File: src/rtl/wb_ic_pkg.sv
// Shared definitions for the Wishbone decode interconnect: default slave
// map, FSM state encoding and error-cause encoding.
// Optional feature macro used by the top: WB_IC_ERR_CAPTURE_EN.
package wb_ic_pkg;

  localparam int NUM_SLAVES_DEF = 4;

  typedef enum logic [1:0] {
    IDLE   = 2'd0,
    ACTIVE = 2'd1,
    ERR    = 2'd2
  } wb_ic_state_t;

  typedef enum logic [1:0] {
    ERR_NONE     = 2'b00,
    ERR_UNMAPPED = 2'b01,
    ERR_SLAVE    = 2'b10,
    ERR_TIMEOUT  = 2'b11
  } err_cause_t;

  // Slave base addresses; indices beyond the default map never match.
  function automatic logic [31:0] slave_base(input int k);
    case (k)
      0:       slave_base = 32'h0000_0000;
      1:       slave_base = 32'h2000_0000;
      2:       slave_base = 32'h2000_1000;
      3:       slave_base = 32'h2000_2000;
      default: slave_base = 32'hFFFF_FFFF;
    endcase
  endfunction

  // Slave address masks; unmapped indices compare every bit against an
  // all-ones base, and the top nibble of that base is never produced by
  // any real slave window in the default map.
  function automatic logic [31:0] slave_mask(input int k);
    case (k)
      0:       slave_mask = 32'hF000_0000;
      1:       slave_mask = 32'hFFFF_F000;
      2:       slave_mask = 32'hFFFF_F000;
      3:       slave_mask = 32'hFFFF_F000;
      default: slave_mask = 32'hFFFF_FFFF;
    endcase
  endfunction

  // Width of a slave index; at least one bit even for a single slave.
  function automatic int idx_w(input int n);
    idx_w = (n > 1) ? $clog2(n) : 1;
  endfunction

endpackage

File: src/rtl/wb_ic_addr_decoder.sv
// Combinational address decoder: matches the address against the slave
// map and reports a hit plus the lowest matching slave index.
module wb_ic_addr_decoder
  import wb_ic_pkg::*;
#(
  parameter int NUM_SLAVES = NUM_SLAVES_DEF,
  parameter int IDX_W      = idx_w(NUM_SLAVES)
) (
  input  logic [31:0]      adr_i,
  output logic             hit_o,
  output logic [IDX_W-1:0] idx_o
);

  // Scan from the highest index down so the lowest matching index wins.
  always_comb begin
    hit_o = 1'b0;
    idx_o = '0;
    for (int k = NUM_SLAVES - 1; k >= 0; k--) begin
      if ((adr_i & slave_mask(k)) == slave_base(k)) begin
        hit_o = 1'b1;
        idx_o = IDX_W'(k);
      end
    end
  end

endmodule

File: src/rtl/wb_decode_interconnect.sv
// Single-master, multi-slave Wishbone interconnect. Latches the master
// request, routes cyc/stb to one decoded slave, passes ack/err back, and
// registers read data one cycle after ack. Unmapped addresses and slaves
// that stay silent past TIMEOUT_CYCLES produce a bus error.
// Optional feature macro: WB_IC_ERR_CAPTURE_EN (first-error capture ports).
//
// Handshake: a request is taken in IDLE when m_cyc_i & m_stb_i are high;
// the transfer completes in the cycle m_ack_o or m_err_o is high, and the
// following cycle is always IDLE, so the master has one cycle to drop stb.
module wb_decode_interconnect
  import wb_ic_pkg::*;
#(
  parameter int NUM_SLAVES     = NUM_SLAVES_DEF,
  parameter int TIMEOUT_CYCLES = 255
) (
  input  logic                     clk,
  input  logic                     reset_n,
  input  logic [31:0]              m_adr_i,
  input  logic [31:0]              m_dat_i,
  input  logic [3:0]               m_sel_i,
  input  logic                     m_we_i,
  input  logic                     m_cyc_i,
  input  logic                     m_stb_i,
  output logic [31:0]              m_dat_o,
  output logic                     m_ack_o,
  output logic                     m_err_o,
  output logic [31:0]              s_adr_o,
  output logic [31:0]              s_dat_o,
  output logic [3:0]               s_sel_o,
  output logic                     s_we_o,
  output logic [NUM_SLAVES-1:0]    s_cyc_o,
  output logic [NUM_SLAVES-1:0]    s_stb_o,
  input  logic [32*NUM_SLAVES-1:0] s_dat_i,
  input  logic [NUM_SLAVES-1:0]    s_ack_i,
  input  logic [NUM_SLAVES-1:0]    s_err_i,
`ifdef WB_IC_ERR_CAPTURE_EN
  output logic [31:0]              err_addr_o,
  output logic [1:0]               err_cause_o,
  output logic                     err_valid_o,
  input  logic                     err_clr_i,
`endif
  output wb_ic_state_t             dbg_state_o
);

  localparam int IDX_W = idx_w(NUM_SLAVES);
  localparam logic [15:0] TO_LAST = 16'(TIMEOUT_CYCLES - 1);

  wb_ic_state_t     state_q, state_d;
  logic [31:0]      adr_q, dat_q;
  logic [3:0]       sel_q;
  logic             we_q;
  logic [IDX_W-1:0] idx_q;
  logic [15:0]      cnt_q, cnt_d;
  logic [31:0]      rdat_q;

  logic             dec_hit;
  logic [IDX_W-1:0] dec_idx;
  logic             latch_req;
  logic             capture_rd;
  logic             timeout_hit;
  logic [NUM_SLAVES-1:0] slv_oh;
  logic             sel_ack, sel_err;
  logic [31:0]      sel_dat;
  err_cause_t       err_now;

  wb_ic_addr_decoder #(
    .NUM_SLAVES (NUM_SLAVES),
    .IDX_W      (IDX_W)
  ) u_dec (
    .adr_i (m_adr_i),
    .hit_o (dec_hit),
    .idx_o (dec_idx)
  );

  assign slv_oh      = NUM_SLAVES'(1) << idx_q;
  assign sel_ack     = |(s_ack_i & slv_oh);
  assign sel_err     = |(s_err_i & slv_oh);
  assign timeout_hit = (cnt_q == TO_LAST);

  // Read data mux for the latched slave index.
  always_comb begin
    sel_dat = '0;
    for (int k = 0; k < NUM_SLAVES; k++) begin
      if (idx_q == IDX_W'(k)) sel_dat = s_dat_i[k*32 +: 32];
    end
  end

  // Next-state, master response and slave select decode.
  always_comb begin
    state_d    = state_q;
    cnt_d      = cnt_q;
    latch_req  = 1'b0;
    capture_rd = 1'b0;
    m_ack_o    = 1'b0;
    m_err_o    = 1'b0;
    s_cyc_o    = '0;
    err_now    = ERR_NONE;
    case (state_q)
      IDLE: begin
        if (m_cyc_i && m_stb_i) begin
          latch_req = 1'b1;
          cnt_d     = '0;
          state_d   = dec_hit ? ACTIVE : ERR;
        end
      end
      ACTIVE: begin
        // The slave is released immediately on master abort or timeout.
        if (m_cyc_i && !timeout_hit) s_cyc_o = slv_oh;
        if (!m_cyc_i) begin
          state_d = IDLE;
        end else if (sel_err) begin
          m_err_o = 1'b1;
          err_now = ERR_SLAVE;
          state_d = IDLE;
        end else if (sel_ack) begin
          m_ack_o    = 1'b1;
          capture_rd = !we_q;
          state_d    = IDLE;
        end else if (timeout_hit) begin
          m_err_o = 1'b1;
          err_now = ERR_TIMEOUT;
          state_d = IDLE;
        end else if (cnt_q != 16'hFFFF) begin
          cnt_d = cnt_q + 16'd1;
        end
      end
      ERR: begin
        m_err_o = 1'b1;
        err_now = ERR_UNMAPPED;
        state_d = IDLE;
      end
      default: state_d = IDLE;
    endcase
  end

  assign s_stb_o     = s_cyc_o;
  assign s_adr_o     = adr_q;
  assign s_dat_o     = dat_q;
  assign s_sel_o     = sel_q;
  assign s_we_o      = we_q;
  assign m_dat_o     = rdat_q;
  assign dbg_state_o = state_q;

  // State, timeout counter and request latch registers.
  always_ff @(posedge clk or negedge reset_n) begin
    if (!reset_n) begin
      state_q <= IDLE;
      cnt_q   <= '0;
      adr_q   <= '0;
      dat_q   <= '0;
      sel_q   <= '0;
      we_q    <= 1'b0;
      idx_q   <= '0;
    end else begin
      state_q <= state_d;
      cnt_q   <= cnt_d;
      if (latch_req) begin
        adr_q <= m_adr_i;
        dat_q <= m_dat_i;
        sel_q <= m_sel_i;
        we_q  <= m_we_i;
        idx_q <= dec_idx;
      end
    end
  end

  // Read data is registered on a successful read ack and held otherwise.
  always_ff @(posedge clk or negedge reset_n) begin
    if (!reset_n) rdat_q <= '0;
    else if (capture_rd) rdat_q <= sel_dat;
  end

`ifdef WB_IC_ERR_CAPTURE_EN
  // First-error capture; a clear wins over a new error in the same cycle.
  always_ff @(posedge clk or negedge reset_n) begin
    if (!reset_n) begin
      err_valid_o <= 1'b0;
      err_addr_o  <= '0;
      err_cause_o <= '0;
    end else if (err_clr_i) begin
      err_valid_o <= 1'b0;
    end else if (!err_valid_o && (err_now != ERR_NONE)) begin
      err_valid_o <= 1'b1;
      err_addr_o  <= adr_q;
      err_cause_o <= err_now;
    end
  end
`else
  logic unused_err_now;
  assign unused_err_now = ^err_now;
`endif

endmodule

File: config.mk
export PLATFORM = sky130hd
export DESIGN_NAME = wb_decode_interconnect
export DESIGN_NICKNAME = d
export VERILOG_FILES = /design/src/rtl/wb_ic_pkg.sv /design/src/rtl/wb_ic_addr_decoder.sv /design/src/rtl/wb_decode_interconnect.sv
export SDC_FILE = /design/constraint.sdc
export NUM_CORES = 1
export LEC_CHECK = 0
export BUFFER_PORTS_ARGS = -buffer_cell sky130_fd_sc_hd__buf_2
export CELL_PAD_IN_SITES_DETAIL_PLACEMENT = 2
export CELL_PAD_IN_SITES_GLOBAL_PLACEMENT = 2
export CORE_MARGIN = 5
export CORE_UTILIZATION = 26
export CTS_BUF_LIST = sky130_fd_sc_hd__clkbuf_8
export DETAILED_ROUTE_END_ITERATION = 12
export PLACE_DENSITY_LB_ADDON = 0.05
export SLEW_MARGIN = 5
export SYNTH_ARGS = -nofsm -noshare
export SYNTH_HDL_FRONTEND = slang
export SYNTH_HIERARCHICAL = 1
export SYNTH_SLANG_ARGS = --single-unit
export TNS_END_PERCENT = 1
File: constraint.sdc
create_clock -name clk -period 2.55 [get_ports clk]
set_input_delay 0.51 -clock clk [delete_from_list [all_inputs] [get_ports clk]]
set_output_delay 0.51 -clock clk [all_outputs]
set_load 0.02 [all_outputs]
==> flow_summary.toml <==
[timing]
max_slew_margin_pct = 51.5
fmax_ghz = 0.362
fin_crit_ns = 2.76
setup_violations = 9
finalCritPeriodShare_pct = 108
slew_viol_final = 0
worst_pin_slew_ns = 0.727
rsz0062_at_grt = "yes"
finalHoldViolations = 0
finClkSkew_ns = 0.0146
setup_ws_ns = -0.210

[cells_and_area]
final_common_cell = "buf_2"
final_area_mm2 = 0.00845
layout-drive-gt1-share_pct = 70.4
instances_no_fill = 1044
multi_input_area_mm2 = 0.00280
final_util_pct = 37.3
regArea_mm2 = 0.00303
fill_cells = 2431
antenna-diode-count = 0
areaGrowthSynthToFinish_pct = 41.7
mostFrequentLayoutCells = "buf_2, dfrtp_1, mux2_2"
finalNetCount = 960

[hold_path]
hold_class = "in -> async"

[job]
maxCapViolations = 0

[worst_setup_path]
slowest_delay_ns = 0.53
critPathBufInv = 1
r2r_setup_slack_ns = 0.12
worstPathCellList = "or4_4 -> nor4_4 -> a21oi_1 -> nor2_1 -> o21a_1 -> buf_6"
critPathLaunchType = "flip-flop"
arrival_ns = 2.25
crit_type = "reg -> out"
endpoint_kind = "primary output"
crit_family = "simple AND/OR/NAND/NOR gates"
crit_fanout = 3
cp.required_ns = 2.04
slowest_stage = "or4_4"

[power_and_ir_drop]
power_density_mw_per_mm2 = 721
leakage_uw = 0.00408
ir_drop_v = 0.000333
p_total_uw = 6100

[floorplan]
core_area_mm2 = 0.0226
start_util_pct = 26.3
die_area_mm2 = 0.0261
io_pins = 322
die_x_um = 161
rows = 55
die_h_um = 161

[status]
status = "complete, but fails checks"
violations = "negative setup slack"

[cts]
cts_buffers = 17
cts_buffer_depth = 2
holdBufCountCts = 0
cts_tree = "built"
htree_levels = 4
clkTransAtPathRegs_ns = 0.09
cts_sinks = 121
insertion_delay_ns = 0.45
cts_root_buf = "clkbuf_8"

[grt]
grt_pass1_wl_um = 33500
antenna_found_initial = 3
grt_max_degree = 122
met3_usage_pct = 6.43
grt_use_met2_pct = 30.9
busiest_layer = "met2"
grt_use_met1_pct = 17.2
grt_pass1_vias = 5851
overflow = 0
track_usage_pct = 16.6

[placement]
placed_cell_area_mm2 = 0.00802
gp_congestion = 0.756
hpwl_um = 17300
dpl.cell_count = 1009
portBuffers = 321

[logic_synthesis]
netlist_instances = 416
synth_edf_count = 0
synth_area_mm2 = 0.00597
synth_top_area_share_pct = 50.8
synth_ff_type = "dfrtp_1"
synthArstFlopShare_pct = 100
yosysSeqAreaShare_pct = 50.8
ys_types = 44
synthesis.nets = 630
synth_area_leaders = "dfrtp_1, mux2_2, mux4_2"
synth-seq-cells = 121
yosysWarnings = 6
synth_area_per_cell_um2 = 14.3
post-synth-top-area-cell = "dfrtp_1"

[drt]
drtIter0Drc = 153
vias = 5013
via_per_inst = 4.80
drtAntennaViolNets = 0
dr.pass1.iters = 4
drc = 0
wire_per_inst_um = 20.9
wl_um = 21800
[power breakdown]
part / total (µW) / internal [µW] / switching, µW
combinational: 1850 / 794 / 1050
sequential: 2510 / 2310 / 191
clock: 1740 / 810 / 935
[cells in the mapped netlist (4+ instances only)]
| library cell | instances |
|---|---|
| nor4_1 | 6 |
| buf_2 | 8 |
| nand2_1 | 11 |
| nor2_1 | 6 |
| nand3_1 | 8 |
| dfrtp_1 | 121 |
| buf_4 | 4 |
| a31o_2 | 5 |
| clkbuf_1 | 14 |
| o21ai_0 | 7 |
| inv_1 | 6 |
| o31ai_1 | 4 |
| a31oi_1 | 19 |
| nor3_1 | 5 |
| buf_1 | 6 |
| mux4_2 | 34 |
| mux2_2 | 103 |
| nand4_1 | 6 |
| ha_1 | 5 |
[state kept, by name, summed over array words and instances (netlist names)]
register and count:
cnt_q 16, dbg_state_o 2, idx_q 2, m_dat_o 32, s_adr_o 32, s_dat_o 32
s_sel_o 4, s_we_o 1
[metal layers]
layer  vias up  share of wire (%)
li1       2271                  -
met1      2536                 35
met2       172                 55
met3        28                7.6
met4         6                2.0
met5         -               0.21
[final timing paths]
path | startpoint | cells past startpoint | endpoint
max | cnt_q[13] | 6 | m_err_o
min | reset_n | 2 | m_dat_o[23]
max reg2reg | idx_q[0] | 5 | cnt_q[11]
min reg2reg | s_dat_o[26] | 1 | s_dat_o[26]
max in group asynchronous | reset_n | 2 | idx_q[1]
min in group clk | m_dat_i[7] | 2 | s_dat_o[7]
[cell families (layout without fill, tap and decap cells)]
| logic type | count (synthesis) | in the layout | synth area share, % |
|---|---|---|---|
| xor gates and xnor gates | 1 | 1 | 0.147 |
| and+or+nand+nor | 59 | 59 | 6.52 |
| AOI/OAI and AO/OA | 54 | 54 | 6.38 |
| adders and majority gates | 5 | 5 | 1.05 |
| muxes | 137 | 137 | 32.3 |
| buffers and inverters | 39 | 382 | 2.87 |
| DFF | 121 | 121 | 50.8 |
[layout make-up]
| class | count | area share [%] |
|---|---|---|
| flip-flops and latches | 121 | 35.8 |
| multi-input cells | 256 | 33.2 |
| repair buffers | 343 | 21.9 |
| well taps | 285 | 4.22 |
| clock buffers | 17 | 2.77 |
| clock inverters | 15 | 1.85 |
| inverters | 7 | 0.311 |
[metrics by stage]
stage / hold slack [ns] / setup TNS (ns) / setup WS (ns)
floorplan: 0.214 / 0 / 0.0163
global placement: 0.483 / -0.171 / -0.0200
detailed placement: 0.489 / -0.502 / -0.0535
CTS: 0.164 / -2.40 / -0.309
global route: 0.173 / -2.77 / -0.341
finish: 0.107 / -1.60 / -0.210
[worst reg2reg max path: stages (launching register included)]
cell and delay, ns:
dfrtp_2 0.42, mux4_2 0.52, or2_0 0.31, or4_4 0.65, o31a_1 0.33, a31oi_1 0.14
[what timing repair did]
item / CTS / global route
setup buffers: 3 / 0
endpoints found under the setup margin: 9 / 11
hold endpoints to repair: 0 / 0
resized for setup: 6 / 2
pin swaps: 2 / 1
Power figures use the tool's default switching activity.
